File: src/rtl/hamming_mem_arbiter.sv
// hamming_mem_arbiter: two-client round-robin front end to a DEPTH x 16 SECDED (16,11) word store.
// One shared encoder/decoder; single-bit errors are corrected (and optionally scrubbed back),
// double-bit errors are flagged, and both kinds are counted with saturating counters.
module hamming_mem_arbiter #(
    parameter int unsigned ADDR_W   = 4,
    parameter bit          SCRUB_EN = 1'b1
) (
    input  logic              clk,
    input  logic              rst_n,
    input  logic              a_valid,
    output logic              a_ready,
    input  logic              a_we,
    input  logic [ADDR_W-1:0] a_addr,
    input  logic [10:0]       a_wdata,
    input  logic              b_valid,
    output logic              b_ready,
    input  logic              b_we,
    input  logic [ADDR_W-1:0] b_addr,
    input  logic [10:0]       b_wdata,
    input  logic [15:0]       inj_mask,
    output logic              rsp_valid,
    output logic              rsp_id,
    output logic [10:0]       rsp_rdata,
    output logic [1:0]        rsp_err,
    output logic [15:0]       corr_count,
    output logic [15:0]       uncorr_count
);

    localparam int unsigned DEPTH = 1 << ADDR_W;

    // Parity-group masks: bit i of the mask is set when Hamming position i has bit k set.
    localparam logic [15:0] GroupP1 = 16'hAAAA;
    localparam logic [15:0] GroupP2 = 16'hCCCC;
    localparam logic [15:0] GroupP4 = 16'hF0F0;
    localparam logic [15:0] GroupP8 = 16'hFF00;

    localparam logic [1:0] ErrNone   = 2'b00;
    localparam logic [1:0] ErrSingle = 2'b01;
    localparam logic [1:0] ErrDouble = 2'b10;

    typedef enum logic [2:0] {
        StIdle,
        StAccess,
        StCheck,
        StWrback,
        StResp
    } stateT;

    // Place data bits at the non-power-of-two positions, then fill p1..p8 and overall parity p0.
    function automatic logic [15:0] encode(input logic [10:0] d);
        logic [15:0] c;
        c    = {d[10:4], 1'b0, d[3:1], 1'b0, d[0], 3'b000};
        // Each group mask covers its own (still zero) parity position, so order does not matter.
        c[1] = ^(c & GroupP1);
        c[2] = ^(c & GroupP2);
        c[4] = ^(c & GroupP4);
        c[8] = ^(c & GroupP8);
        c[0] = ^c[15:1];
        return c;
    endfunction

    function automatic logic [10:0] extractData(input logic [15:0] c);
        return {c[15:9], c[7:5], c[3]};
    endfunction

    function automatic logic [15:0] satInc(input logic [15:0] v);
        return (v == 16'hFFFF) ? v : v + 16'd1;
    endfunction

    stateT              stateQ;
    logic               lastGrantB;
    logic               idQ;
    logic               weQ;
    logic [ADDR_W-1:0]  addrQ;
    logic [10:0]        wdataQ;
    logic [15:0]        maskQ;
    logic [15:0]        codeQ;

    logic [15:0]        mem [DEPTH];

    logic               grantA;
    logic               grantB;
    logic [3:0]         syndrome;
    logic               overallPar;
    logic [15:0]        fixedCode;
    logic [1:0]         decErr;
    logic [10:0]        decData;
    logic               memWe;
    logic [15:0]        memWdata;

    // Round-robin pick: on a tie the client not granted last wins, otherwise the lone requester.
    always_comb begin
        grantA = a_valid && (!b_valid || lastGrantB);
        grantB = b_valid && !grantA;
    end

    // Ready is offered only in IDLE, only to the winner, and never while reset is held.
    always_comb begin
        a_ready = rst_n && (stateQ == StIdle) && grantA;
        b_ready = rst_n && (stateQ == StIdle) && grantB;
    end

    // SECDED decode of the fetched codeword.
    always_comb begin
        syndrome   = {^(codeQ & GroupP8), ^(codeQ & GroupP4),
                      ^(codeQ & GroupP2), ^(codeQ & GroupP1)};
        overallPar = ^codeQ;
        // A zero syndrome with odd parity means p0 itself flipped, which is bit 0.
        fixedCode  = codeQ ^ (16'd1 << syndrome);
        decErr     = ErrNone;
        decData    = extractData(codeQ);
        if (overallPar) begin
            decErr  = ErrSingle;
            decData = extractData(fixedCode);
        end else if (syndrome != 4'd0) begin
            decErr  = ErrDouble;
        end
    end

    // Memory write port: client writes in ACCESS, corrected codeword in WRBACK; reset blocks both.
    always_comb begin
        memWe    = rst_n && (((stateQ == StAccess) && weQ) || (stateQ == StWrback));
        memWdata = (stateQ == StWrback) ? codeQ : (encode(wdataQ) ^ maskQ);
    end

    // Storage array; contents deliberately survive reset.
    always_ff @(posedge clk) begin
        if (memWe) begin
            mem[addrQ] <= memWdata;
        end
    end

    // Transaction FSM with registered response and counters.
    always_ff @(posedge clk) begin
        if (!rst_n) begin
            stateQ       <= StIdle;
            lastGrantB   <= 1'b1;
            idQ          <= 1'b0;
            weQ          <= 1'b0;
            addrQ        <= '0;
            wdataQ       <= '0;
            maskQ        <= '0;
            codeQ        <= '0;
            rsp_valid    <= 1'b0;
            rsp_id       <= 1'b0;
            rsp_rdata    <= '0;
            rsp_err      <= ErrNone;
            corr_count   <= '0;
            uncorr_count <= '0;
        end else begin
            rsp_valid <= 1'b0;
            unique case (stateQ)
                StIdle: begin
                    if (grantA || grantB) begin
                        idQ        <= grantB;
                        lastGrantB <= grantB;
                        weQ        <= grantB ? b_we    : a_we;
                        addrQ      <= grantB ? b_addr  : a_addr;
                        wdataQ     <= grantB ? b_wdata : a_wdata;
                        maskQ      <= inj_mask;
                        stateQ     <= StAccess;
                    end
                end
                StAccess: begin
                    if (weQ) begin
                        rsp_id    <= idQ;
                        rsp_rdata <= '0;
                        rsp_err   <= ErrNone;
                        rsp_valid <= 1'b1;
                        stateQ    <= StResp;
                    end else begin
                        codeQ  <= mem[addrQ];
                        stateQ <= StCheck;
                    end
                end
                StCheck: begin
                    rsp_id    <= idQ;
                    rsp_rdata <= decData;
                    rsp_err   <= decErr;
                    // Keep the corrected word around for a possible scrub write.
                    codeQ     <= fixedCode;
                    if (decErr == ErrSingle) begin
                        corr_count <= satInc(corr_count);
                    end
                    if (decErr == ErrDouble) begin
                        uncorr_count <= satInc(uncorr_count);
                    end
                    if ((decErr == ErrSingle) && SCRUB_EN) begin
                        stateQ <= StWrback;
                    end else begin
                        rsp_valid <= 1'b1;
                        stateQ    <= StResp;
                    end
                end
                StWrback: begin
                    rsp_valid <= 1'b1;
                    stateQ    <= StResp;
                end
                StResp: begin
                    stateQ <= StIdle;
                end
                default: begin
                    stateQ <= StIdle;
                end
            endcase
        end
    end

endmodule

File: config.mk
export PLATFORM = sky130hd
export DESIGN_NAME = hamming_mem_arbiter
export DESIGN_NICKNAME = d
export VERILOG_FILES = /design/src/rtl/hamming_mem_arbiter.sv
export SDC_FILE = /design/constraint.sdc
export NUM_CORES = 1
export LEC_CHECK = 0
export ABC_AREA = 1
export BUFFER_PORTS_ARGS = -buffer_cell sky130_fd_sc_hd__buf_2
export CORE_MARGIN = 5
export CORE_UTILIZATION = 30
export CTS_CLUSTER_DIAMETER = 30
export DETAILED_ROUTE_END_ITERATION = 8
export HOLD_SLACK_MARGIN = 0.02
export PLACE_DENSITY_LB_ADDON = 0.15
export SLEW_MARGIN = 10
export SYNTH_ARGS = -nofsm -noshare
export SYNTH_HDL_FRONTEND = slang
export SYNTH_SLANG_ARGS = --single-unit
File: constraint.sdc
create_clock -name clk -period 3.95 [get_ports clk]
set_clock_uncertainty 0.05 [all_clocks]
set_input_delay 0.79 -clock clk [delete_from_list [all_inputs] [get_ports clk]]
set_output_delay 0.79 -clock clk [all_outputs]
set_load 0.005 [all_outputs]
### Word-level counts from Yosys, hierarchy flattened

Memory sizes are Yosys's and may differ from the RTL's. A register that Yosys moved wholly into a read port is not among the register bits.
Cells that the tools add are included.

| storage, ports and cells | value |
|---|---|
| register bits | 100 |
| bits in writable memories | 256 |
| input bits | 52 |
| output and inout bits | 49 |
| memories kept | 1 |

Memories:

| memory | words | width | read ports | clocked after Yosys merged registers in | wr ports | line | text |
|---|---|---|---|---|---|---|---|
| mem | 16 | 16 | 1 | 1 | 1 | 79 | `logic [15:0] mem [DEPTH];` |

| operators by class | value |
|---|---|
| add/subtract/negate cells | 2 |
| equality and inequality tests | 10 |
| shift-type cells | 1 |
| muxes and demuxes | 26 |
| bitwise logic cells | 4 |
| reductions and logical operators | 30 |

Operators by type and width:

| operator | count |
|---|---|
| $reduce_xor A16 Y1 | 9 |
| $mux W11 | 3 |
| $add A16 B1 Y16 const B | 2 |
| $eq A16 B16 Y1 const B | 2 |
| $mux W16 | 2 |
| $pmux W16 S2 | 1 |
| $xor A16 B16 Y16 | 2 |
| $pmux W11 S2 | 1 |
| $shl A1 B4 Y16 const A | 1 |
| $reduce_xor A15 Y1 | 1 |
| $mux W4 | 3 |
| $pmux W3 S4 | 1 |
| $mux W3 | 3 |
| $logic_and A1 B1 Y1 | 7 |
| $eq A3 B2 Y1 const B | 2 |
| $mux W1 | 6 |
| $mux W2 | 3 |
| $reduce_and A2 Y1 | 3 |
| $reduce_and A3 Y1 | 2 |
| $ne A2 B2 Y1 const B | 2 |
| $pmux W2 S2 | 1 |
| $reduce_bool A4 Y1 | 1 |
| $eq A3 B1 Y1 const B | 1 |
| $logic_not A3 Y1 | 1 |
| other kinds (9) | 13 |

### Depth between registers and ports, before layout

| logic depth | value |
|---|---|
| depth after elaboration | 9 |
| mapped depth | 17 |

### Least setup slack after synthesis

Ideal clock, no wire load.

| path | value |
|---|---|
| path kind | register -> register |
| from | register stateQ[0] |
| to | memory mem[10][0] (enable) |
| library setup time | 0.413 ns |
| arrival time | 2.452 ns |
| data required time | 3.487 ns |
| path slack | 1.035 ns |
| cell stages (with the launch flop) | 6 |
| buffers on the path | 0 |
| clock period less this slack | 2.915 ns |
| cell sequence | dfxtp_1 > inv_1 > nor3_1 > inv_1 > a21oi_1 > nor3b_1 |

| on the way | value |
|---|---|
| longest elaborated chain between the ends | 6 |

Ends and longest elaborated chain:

| item | line | text |
|---|---|---|
| from (decl) | 70 | `stateT stateQ;` |
| from (signal assigned) | 136 | `stateQ <= StIdle;` |
| from (signal assigned) | 161 | `stateQ <= StAccess;` |
| from (signal assigned) | 170 | `stateQ <= StResp;` |
| $eq A3 B1 Y1 | 122 | `memWe = rst_n && (((stateQ == StAccess) && weQ) \|\| (stateQ == StWrback));` |
| $logic_and A1 B1 Y1 | 122 |  |
| $logic_or A1 B1 Y1 * | 122 |  |
| $logic_and A1 B1 Y1 * | 122 |  |
| $mux W1 * | 128 | `if (memWe) begin` |
| $mux W1 (implied by the code) * | 129 | `mem[addrQ] <= memWdata;` |
| to (decl) | 79 |  |

Every way passes the cells marked *; elsewhere a longest branch is shown, timed or not.

### Final worst setup path

| path | value |
|---|---|
| from | register stateQ[0] |
| to | memory mem[7][12] (enable) |

Same word-level chain as after synthesis.

==> summary.md <==
| Metric | Value |
|---|---|
| Status | finished clean |
| Leakage Power | 7.86 nW |
| Final setup vio count | 0 |
| Post-synth top area cell | edfxtp_1 |
| Tmin final | 3.05 ns |
| Clock buffer depth | 3 |
| Fillers | 5411 |
| Maxcap violations | 0 |
| Die ar. | about 60000 µm² |
| Sw frac | 40.6% |
| Layout cell share with drive strength beyond 1 | 19.3% |
| TritonCTS clock tree | done |
| Largest net degree at the start of global routing | 137 |
| Internal power | 13.3 mW |
| Initial Util | 30.1% |
| Num CTS Buffers | 89 |
| Vias in the first global route | 13000 |
| Sequential fraction of design power | about 28% |
| Cell chain of the critical path | inv_1, nor3_2, buf_4, inv_1, a21oi_1, nand3_1, nor2_2, buf_4 |
| # rows | 86 |
| Syn Nets | roughly 1800 |
| Max-slew headroom | 28.7% |
| Layout Nets | 1921 |
| Vias per inst | 4.87 |
| Slew Viols, Final | 0 |
| Hold Crit Class | input port to flop |
| Setup TNS | 0 ns |
| CP delay by family, top | buffers and inverters |
| Combinational Power Share | a little under 40% |
| First-pass GRT wire length | around 78000 µm |
| Via Count | 12900 |
| Register area share after synthesis | 59.3% |
| Psw | 9.07 mW |
| Buffers plus inverters on the worst setup path | 4 |
| Port buffer count | 100 |
| Die Width | 244 µm |
| Worst Path Class, Setup | flop to flop |
| Synth top area cells | edfxtp_1 47%, dfxtp_1 13%, nand2_1 6.7% |
| Root Driver | clkbuf_16 |
| Dpl hpwl | 33300 µm |
| Wire per inst | 19.1 µm |
| Clock power frac | around a third |
| Cell area after layout | 21100 µm² |
| Clock-pin slew on the worst setup and hold paths | 0.04 ns |
| Total power | 22.3 mW |
| Worst-Skew Late Latency | 0.61 ns |
| DR DRC count | 0 |
| Share of the clock period used by the worst path | 77.3% |
| CP Data Required Time | 4.18 ns |
| WP data arrival | 3.29 ns |
| Netlist area before placement | 16500 µm² |
| Distinct cells, synth | 46 |
| Final WL | 50500 µm |
| Syn Inst Count | 1713 |
| DRT antenna net count | 0 |
| P per Cell Area | 1060 nW/µm² |
| P&R area growth vs syn | 27.8% |
| Flop and latch count out of synthesis | 360 |
| GPL Wtd Cong | 0.828 |
| # hold bufs at CTS | 0 |
| Maximum vdd ir drop | between 0.0007 and 0.0008 V |
| Post-CTS sizing | 0 |
| Dpl cell area | 18000 µm² |
| Die Y | 244 µm |
| Critical path's largest stage delay | 0.72 ns |
| RSZ-0062 raised after global routing | no |
| Ports | roughly 100 |
| Core ar. | approximately 55000 µm² |
| Setup crit end kind | flop |
| Synth top area share | 46.6% |
| Slowest stage cell, crit path | a21oi_1 |
| Yosys warning count | 0 |
| Worst slew pin tran | 1.07 ns |
| Final Hold Viols | 0 |
| Post-CTS setup buffers | 0 |
| DRC marker count from the first detailed-route iteration | 774 |
| H-tree depth | 3 |
| Initial antenna violation count | 3 |
| Final global-route overflow total | 0 |
| Pre-Repair DR Iteration Count | 5 |
| Setup WS pre-CTS | 0.920 ns |
| Average size of a mapped cell | 9.62 µm² |
| Setup ws final | about 0.90 ns |
| Max Freq | 327 MHz |
| Max FO, Critical Path | 22 |
| Gr usage total | 16.7% |
| Num Clock Sinks | 360 |
| CP startpoint kind | flop |
metal layers:
metal | global-route usage (%) | part of all wire, % | vias to the layer above
li1 | - | - | 6310
met1 | 22.3 | 45 | 6155
met2 | 26.6 | 46 | 325
met3 | 3.91 | 5.8 | 77
met4 | 6.19 | 2.7 | 0
met5 | 0 | 0 | -
per-stage QoR:
| stage | cells | util [%] | hold WS (ns) |
|---|---|---|---|
| finish | 2641 | 38.5 | 0.393 |
| global route | 2640 | 38.5 | 0.388 |
| CTS | 2639 | 38.4 | 0.353 |
| detailed placement | 2480 | 32.8 | 0.414 |
| global placement | 2480 | 32.8 | 0.411 |
| floorplan | 1713 | - | 0.392 |
power by group through the flow:
stage | clock network, mW | logic (mW) | registers (mW)
6_report | 7.43 | 8.66 | 6.23
5_1_grt | 7.77 | 9.54 | 6.26
4_1_cts | 7.56 | 8.75 | 6.22
3_5_place_dp | 0 | 8.74 | 6.28
3_3_place_gp | 0 | 8.67 | 6.28
2_1_floorplan | 0 | 5.39 | 6.18
logic make-up after synthesis:
family          share of synthesized area (%)
fa+ha+maj                               0.152
simple gates                             19.5
buf+inv                                  4.97
xor+xnor                                 3.66
flops                                    59.3
compound gates                           12.5
cells in the mapped netlist, drive strengths merged:
cell type  instances
o211ai            60
nand3            137
inv              105
o22ai              1
buf               26
or2                1
edfxtp           256
nor3b              1
clkinv             1
nand2            312
ha                 2
nand4             21
a2111oi            1
o21a               1
a22oi              8
a21oi             82
nor3              15
nand3b             2
a31oi              2
xnor2             32
xor2              36
dfxtp            104
o221ai            23
nor4               4
clkbuf            70
nor2             237
o21ai            173
registers in the layout (all words and copies together) (netlist names), named ones only:
register      count
rsp_err           2
maskQ            16
corr_count       16
wdataQ           11
rsp_valid         1
idQ               1
uncorr_count     16
mem             256
lastGrantB        1
stateQ            3
rsp_id            1
rsp_rdata        11
codeQ            16
weQ               1
addrQ             4
worst paths after layout:
check	start	endpoint	slack, ns	cells after the start
max	stateQ[0]	mem[7][12]	0.90	8
min	inj_mask[14]	maskQ[14]	0.39	3
max reg2reg	stateQ[0]	mem[7][12]	0.90	8
min reg2reg	rsp_err[0]	rsp_err[0]	0.41	2
final cells by class:
type                       count  area [µm²]  area share, %
antenna                        2        5.00         0.0238
clock buffer                 112        2400           11.4
clock inverter                47         701           3.33
inverter                     106         399           1.89
multi-input combinational   1151        5950           28.3
sequential                   360        9770           46.4
tap                          704         881           4.18
timing repair buffer         159         956           4.54
cells in the final DEF, fill, tap and decap left out, drive strengths merged:
cell      count
clkbuf      112
buf         159
clkinvlp      3
nor4          4
edfxtp      256
o211ai       60
nor3         15
o21a          1
nand3b        2
nand4        21
nor3b         1
dfxtp       104
o22ai         1
o221ai       23
o21ai       173
a21oi        82
clkinv       29
inv         106
a2111oi       1
bufinv       15
or2           1
nor2        237
nand3       137
xor2         36
ha            2
xnor2        32
a22oi         8
a31oi         2
diode         2
nand2       312
tightest hold or removal path: stages:
cell and delay [ns]:
buf_2 0.10, nand2_1 0.05, a21oi_1 0.05
Note: power is estimated with default switching activity, not from simulation.
